**src/rtl/click_pkg.sv**
```systemverilog
// click_pkg: shared types and default constants for the button click decoder.
//   click_state_t          - FSM state encoding
//   CLICK_*_DEF            - default timing constants in 400 Hz ticks
//   click_max3()           - helper used to size the shared counter
package click_pkg;

    typedef enum logic [2:0] {
        IDLE  = 3'd0,
        HELD1 = 3'd1,
        WAIT2 = 3'd2,
        HELD2 = 3'd3,
        LONG  = 3'd4
    } click_state_t;

    localparam int CLICK_LONG_TICKS_DEF   = 400;
    localparam int CLICK_DOUBLE_WIN_DEF   = 120;
    localparam int CLICK_REPEAT_TICKS_DEF = 80;

    function automatic int click_max3(input int a, input int b, input int c);
        int m;
        m = (a > b) ? a : b;
        return (m > c) ? m : c;
    endfunction

endpackage

```
**src/rtl/tick_counter.sv**
```systemverilog
// tick_counter: up-counter with synchronous clear, count enable and a
// terminal-count compare. On enable at terminal count it wraps to zero.
// Ports:
//   clk, rst_n    - clock, asynchronous active-low reset
//   clr           - synchronous clear (priority over en)
//   en            - count enable
//   tc_val [W-1:0]- terminal count value
//   cnt    [W-1:0]- current count
//   tc            - cnt == tc_val
module tick_counter #(
    parameter int W = 9
) (
    input  logic         clk,
    input  logic         rst_n,
    input  logic         clr,
    input  logic         en,
    input  logic [W-1:0] tc_val,
    output logic [W-1:0] cnt,
    output logic         tc
);

    logic [W-1:0] cnt_q, cnt_d;

    assign cnt = cnt_q;
    assign tc  = (cnt_q == tc_val);

    always_comb begin
        cnt_d = cnt_q;
        if (clr) begin
            cnt_d = '0;
        end else if (en) begin
            cnt_d = tc ? '0 : cnt_q + W'(1);
        end
    end

    always_ff @(posedge clk or negedge rst_n) begin
        if (!rst_n) begin
            cnt_q <= '0;
        end else begin
            cnt_q <= cnt_d;
        end
    end

endmodule

```
**src/rtl/button_click_decoder.sv**
```systemverilog
// button_click_decoder: classifies debounced button presses into single
// click, double click or long press, one registered one-cycle pulse each.
// Optional macro CLICK_REPEAT_EN enables auto-repeat pulses while a long
// press is held; without it repeat_pulse is constant 0.
// Ports:
//   clk           - 400 Hz slow clock (shared with the debouncer)
//   reset         - asynchronous active-low reset
//   press         - one-cycle debounced press pulse
//   level         - debounced button level, 1 = held
//   single_click  - one-cycle pulse, completed single click
//   double_click  - one-cycle pulse, completed double click
//   long_press    - one-cycle pulse when the hold reaches LONG_TICKS
//   repeat_pulse  - auto-repeat pulse while held after a long press
//   busy          - 1 whenever the FSM is not idle
//
// state | meaning
// IDLE  | waiting for a press
// HELD1 | first press held, timing toward long press
// WAIT2 | released, timing the double-click window
// HELD2 | second press held, double click on release
// LONG  | long press reported, waiting for release
module button_click_decoder
    import click_pkg::*;
#(
    parameter int LONG_TICKS   = CLICK_LONG_TICKS_DEF,
    parameter int DOUBLE_WIN   = CLICK_DOUBLE_WIN_DEF,
    parameter int REPEAT_TICKS = CLICK_REPEAT_TICKS_DEF
) (
    input  logic clk,
    input  logic reset,
    input  logic press,
    input  logic level,
    output logic single_click,
    output logic double_click,
    output logic long_press,
    output logic repeat_pulse,
    output logic busy
);

    localparam int CNT_MAX = click_max3(LONG_TICKS, DOUBLE_WIN, REPEAT_TICKS);
    localparam int CNT_W   = $clog2(CNT_MAX + 1);

    click_state_t state_q, state_d;
    logic single_q, single_d;
    logic double_q, double_d;
    logic long_q,   long_d;
    logic rep_q,    rep_d;
    logic busy_q,   busy_d;

    logic             cnt_clr, cnt_en, cnt_tc;
    logic [CNT_W-1:0] cnt, tc_val;

    tick_counter #(.W(CNT_W)) u_cnt (
        .clk    (clk),
        .rst_n  (reset),
        .clr    (cnt_clr),
        .en     (cnt_en),
        .tc_val (tc_val),
        .cnt    (cnt),
        .tc     (cnt_tc)
    );

    always_comb begin
        state_d  = state_q;
        cnt_en   = 1'b0;
        single_d = 1'b0;
        double_d = 1'b0;
        long_d   = 1'b0;
        rep_d    = 1'b0;
        tc_val   = CNT_W'(REPEAT_TICKS - 1);

        case (state_q)
            IDLE: begin
                if (press) state_d = HELD1;
            end
            HELD1: begin
                tc_val = CNT_W'(LONG_TICKS - 1);
                // release is checked first so it beats the long-press threshold
                if (!level) begin
                    state_d = WAIT2;
                end else if (cnt_tc) begin
                    long_d  = 1'b1;
                    state_d = LONG;
                end else begin
                    cnt_en = 1'b1;
                end
            end
            WAIT2: begin
                tc_val = CNT_W'(DOUBLE_WIN - 1);
                // a press on the last window cycle still counts as a double click
                if (press) begin
                    state_d = HELD2;
                end else if (cnt_tc) begin
                    single_d = 1'b1;
                    state_d  = IDLE;
                end else begin
                    cnt_en = 1'b1;
                end
            end
            HELD2: begin
                if (!level) begin
                    double_d = 1'b1;
                    state_d  = IDLE;
                end
            end
            LONG: begin
                if (!level) begin
                    state_d = IDLE;
                end else begin
`ifdef CLICK_REPEAT_EN
                    cnt_en = 1'b1;
                    rep_d  = cnt_tc;
`endif
                end
            end
            default: state_d = IDLE;
        endcase

        cnt_clr = (state_d != state_q);
        busy_d  = (state_d != IDLE);
    end

    always_ff @(posedge clk or negedge reset) begin
        if (!reset) begin
            state_q  <= IDLE;
            single_q <= 1'b0;
            double_q <= 1'b0;
            long_q   <= 1'b0;
            rep_q    <= 1'b0;
            busy_q   <= 1'b0;
        end else begin
            state_q  <= state_d;
            single_q <= single_d;
            double_q <= double_d;
            long_q   <= long_d;
            rep_q    <= rep_d;
            busy_q   <= busy_d;
        end
    end

    // the counter never runs past the largest terminal count
    always_ff @(posedge clk) begin
        if (reset) begin
            assert (cnt < CNT_W'(CNT_MAX));
        end
    end

    assign single_click = single_q;
    assign double_click = double_q;
    assign long_press   = long_q;
    assign repeat_pulse = rep_q;
    assign busy         = busy_q;

endmodule

```
**config.mk**
```make
export PLATFORM = sky130hd
export DESIGN_NAME = button_click_decoder
export DESIGN_NICKNAME = d
export VERILOG_FILES = /design/src/rtl/click_pkg.sv /design/src/rtl/tick_counter.sv /design/src/rtl/button_click_decoder.sv
export SDC_FILE = /design/constraint.sdc
export NUM_CORES = 1
export LEC_CHECK = 0
export CORE_MARGIN = 1.5
export CORE_UTILIZATION = 30
export CTS_CLUSTER_DIAMETER = 60
export CTS_CLUSTER_SIZE = 10
export DETAILED_ROUTE_END_ITERATION = 10
export PLACE_DENSITY = 0.46
export SLEW_MARGIN = 25
export SYNTH_ARGS = -nofsm -noshare
export SYNTH_HDL_FRONTEND = slang
export SYNTH_SLANG_ARGS = --single-unit
```
**constraint.sdc**
```tcl
create_clock -name clk -period 1.91 [get_ports clk]
set_input_delay 0.382 -clock clk [delete_from_list [all_inputs] [get_ports clk]]
set_output_delay 0.382 -clock clk [all_outputs]
set_load 0.01 [all_outputs]
```
==> out/metrics.cfg <==
[timing]
final_max_slew_viol_count = 0
finalSetupTns_ps = 0
fin_crit_sh = 0.944
layout_setup_ws_ps = 106
fmax_ghz = 0.554
clock_skew_ps = 3.94
rsz0062_at_grt = true
setup_viol = 0
min_period_ps = 1800
hold_violations = 0

[cts]
cts_buffer_depth = 2
path_clk_slew_ps = 100
postCtsSetupBuffers = 0
postCtsHoldBufs = 0
cts_root_buffer = clkbuf_4
clkLatencyLatePin_ps = 290
cts_buffers = 3
cts_tree = yes
cts_resized = 0
clock_sinks = 16
htree_levels = 1

[layout]
layout.area.seq_um2 = 402
drive_gt1_frac = 0.321
fin_nets = 137
multi_input_area_um2 = 577
synthToLayoutAreaGrowth_pct = 33.6
fin_cells = 175
nFillCells = 329
n_antenna_cell = 0

[setup_path]
cp_slowest_cell = dfrtp_1
max_stage_delay_ps = 420
cpMostUsedCell = buf_4
timing.critical_path.cells = buf_4 -> nor3b_4 -> mux2i_4 -> buf_4 -> a2111oi_2 -> xnor2_1 -> nor2_2
worstSetupStartpointType = register
r2r_slack_ps = 110
arrival_ps = 1990
cp.required_ps = 2100
worstReg2RegStart = state_q[1]
critPathMaxFanout = 5
crit_start = state_q[1]
path_delay_family = flip-flops
ff2ff_path_depth = 7
r2r-end = u_cnt.cnt[4]
end_kind = register
critical_path_buf_inv_count = 2
path_class = register to register

[routing]
drc = 0
viasPerCell = 4.83
wl_per_cell_um = 13.0
ant_nets = 0
drt_first_pass_iters = 4
postRouteWirelength_um = 2270
vias = 846
drt_iter0_drc = 27

[logic_synthesis]
syn_area_um2 = 991
synth_nets = 108
ys_seq_area_frac = 0.404
synth.largest_area_cell = dfrtp_1
syn_inst = 103
synth_warnings = 0
ys_types = 45
ys_seq_elements = 16
syn_avg_cell_area_um2 = 9.62
synth_top_area_share = 0.404
netlist_top_cells_area = dfrtp_1 (40%), nor2_1 (5.7%), xnor2_1 (4.4%)

[die]
rows = 20
start_util = 0.319
die_area_um2 = 3660
die_width_um = 60.5
fp.dieH_um = 60.5
io_pins = 9
coreArea_um2 = 3100

[job]
drv_cap = 0

[global_route]
grt_max_degree = 17
antenna_found_initial = 0
grt_pass1_vias = 851
grt.overflow.total = 0
grt_pass1_wl_um = 3920
grt_util_all_layers = 0.146

[placed_design]
place_ws_ps = -212
port_buffers = 7
dpl.hpwl_um = 1720
place_congestion = 0.839
place_inst = 171

[worst_hold_path]
hold_class = primary input to async pin

[power]
p_leak_nw = 0.552
ir_worst_vdd_mv = 0.275
p_per_area_nw_per_um2 = 721

[run_status]
status = completed

## synth_stat cells (all sizes together)
cell / instances
a2111oi: 1
a211oi: 2
a21oi: 2
a31oi: 2
a32oi: 1
and2: 1
and3: 2
and3b: 1
buf: 4
clkbuf: 1
conb: 1
dfrtp: 16
ha: 1
inv: 5
mux2i: 3
nand2: 7
nand2b: 2
nand3: 7
nand3b: 2
nor2: 16
nor3: 1
nor3b: 1
nor4: 1
nor4b: 1
nor4bb: 1
o2111ai: 1
o211ai: 1
o21a: 1
o21ai: 3
o22ai: 2
o32ai: 1
or2: 1
or2b: 1
or3b: 3
xnor2: 5
xor2: 2
## worst register-to-register path, cell delays in order (launching register included)
cell	delay, ps
dfrtp_1	420
buf_4	150
nor3b_4	210
mux2i_4	140
buf_4	170
a2111oi_2	390
xnor2_1	180
nor2_2	40
## power by group
group	total, mW	internal, mW	leakage (nW)	switching (mW)
clock	0.228	0.116	0.0210	0.112
combinational	0.326	0.168	0.318	0.158
sequential	0.401	0.372	0.213	0.0286
total	0.954	0.657	0.552	0.298
## metrics by stage
stage	power (mW)	hold WS, ps	util	cell area [um2]
3_3_place_gp	0.710	552	0.401	1240
6_report	0.954	408	0.427	1320
3_5_place_dp	0.712	562	0.401	1240
5_1_grt	1.02	428	0.427	1320
4_1_cts	0.950	407	0.413	1280
2_1_floorplan	0.590	86.4	-	991
## kinds of logic (layout without fill, tap and decap cells)
group | count (synthesis) | count (layout) | synth area share
adder cells (fa/ha/maj) | 1 | 1 | 0.0126
other | 1 | 1 | 0.00378
flip-flops | 16 | 16 | 0.404
AND/OR/NAND/NOR | 48 | 48 | 0.280
XOR/XNOR | 7 | 7 | 0.0619
multiplexers | 3 | 3 | 0.0467
buffers and inverters | 10 | 38 | 0.0568
AO/OA/AOI/OAI | 17 | 17 | 0.134
## layout make-up
| cell class | count | share of cell area |
|---|---|---|
| tap | 44 | 0.0416 |
| clock buffer | 4 | 0.0274 |
| multi-input combinational | 77 | 0.436 |
| timing repair buffer | 29 | 0.178 |
| sequential | 16 | 0.303 |
| inverter | 5 | 0.0142 |
## layout by cell type (no fill, tap or decap), drive strengths merged, types with 3 or more instances in the layout
cell type,synthesis,routed
clkdlybuf4s50,0,7
or3b,3,3
nand3,7,7
nand2,7,7
clkbuf,1,4
inv,5,5
buf,4,22
o21ai,3,3
dfrtp,16,16
nor2,16,16
mux2i,3,3
xnor2,5,5
## worst max path at each step
stage / end / slack (ps) / depth (start not counted)
2_1_floorplan: u_cnt.cnt[4] / 140 / 6
3_3_place_gp: u_cnt.cnt[4] / -230 / 7
3_5_place_dp: u_cnt.cnt[4] / -210 / 7
4_1_cts: u_cnt.cnt[1] / 9 / 6
5_1_grt: long_press / -20 / 6
6_report: u_cnt.cnt[4] / 110 / 7
## layer usage
layer | global-route usage | vias to the layer above | wire [um]
met5 | 0 | - | 0
li1 | - | 415 | -
met1 | 0.184 | 418 | 1040
met3 | 0.0256 | 2 | 78
met4 | 0.0559 | 0 | 16
met2 | 0.250 | 11 | 1140
## flip-flops by register name, indices dropped and copies added, names as in the netlist
register / count
long_press: 1
u_cnt.cnt: 9
double_click: 1
busy: 1
state_q: 3
single_click: 1
(Power assumes the default switching activity.)
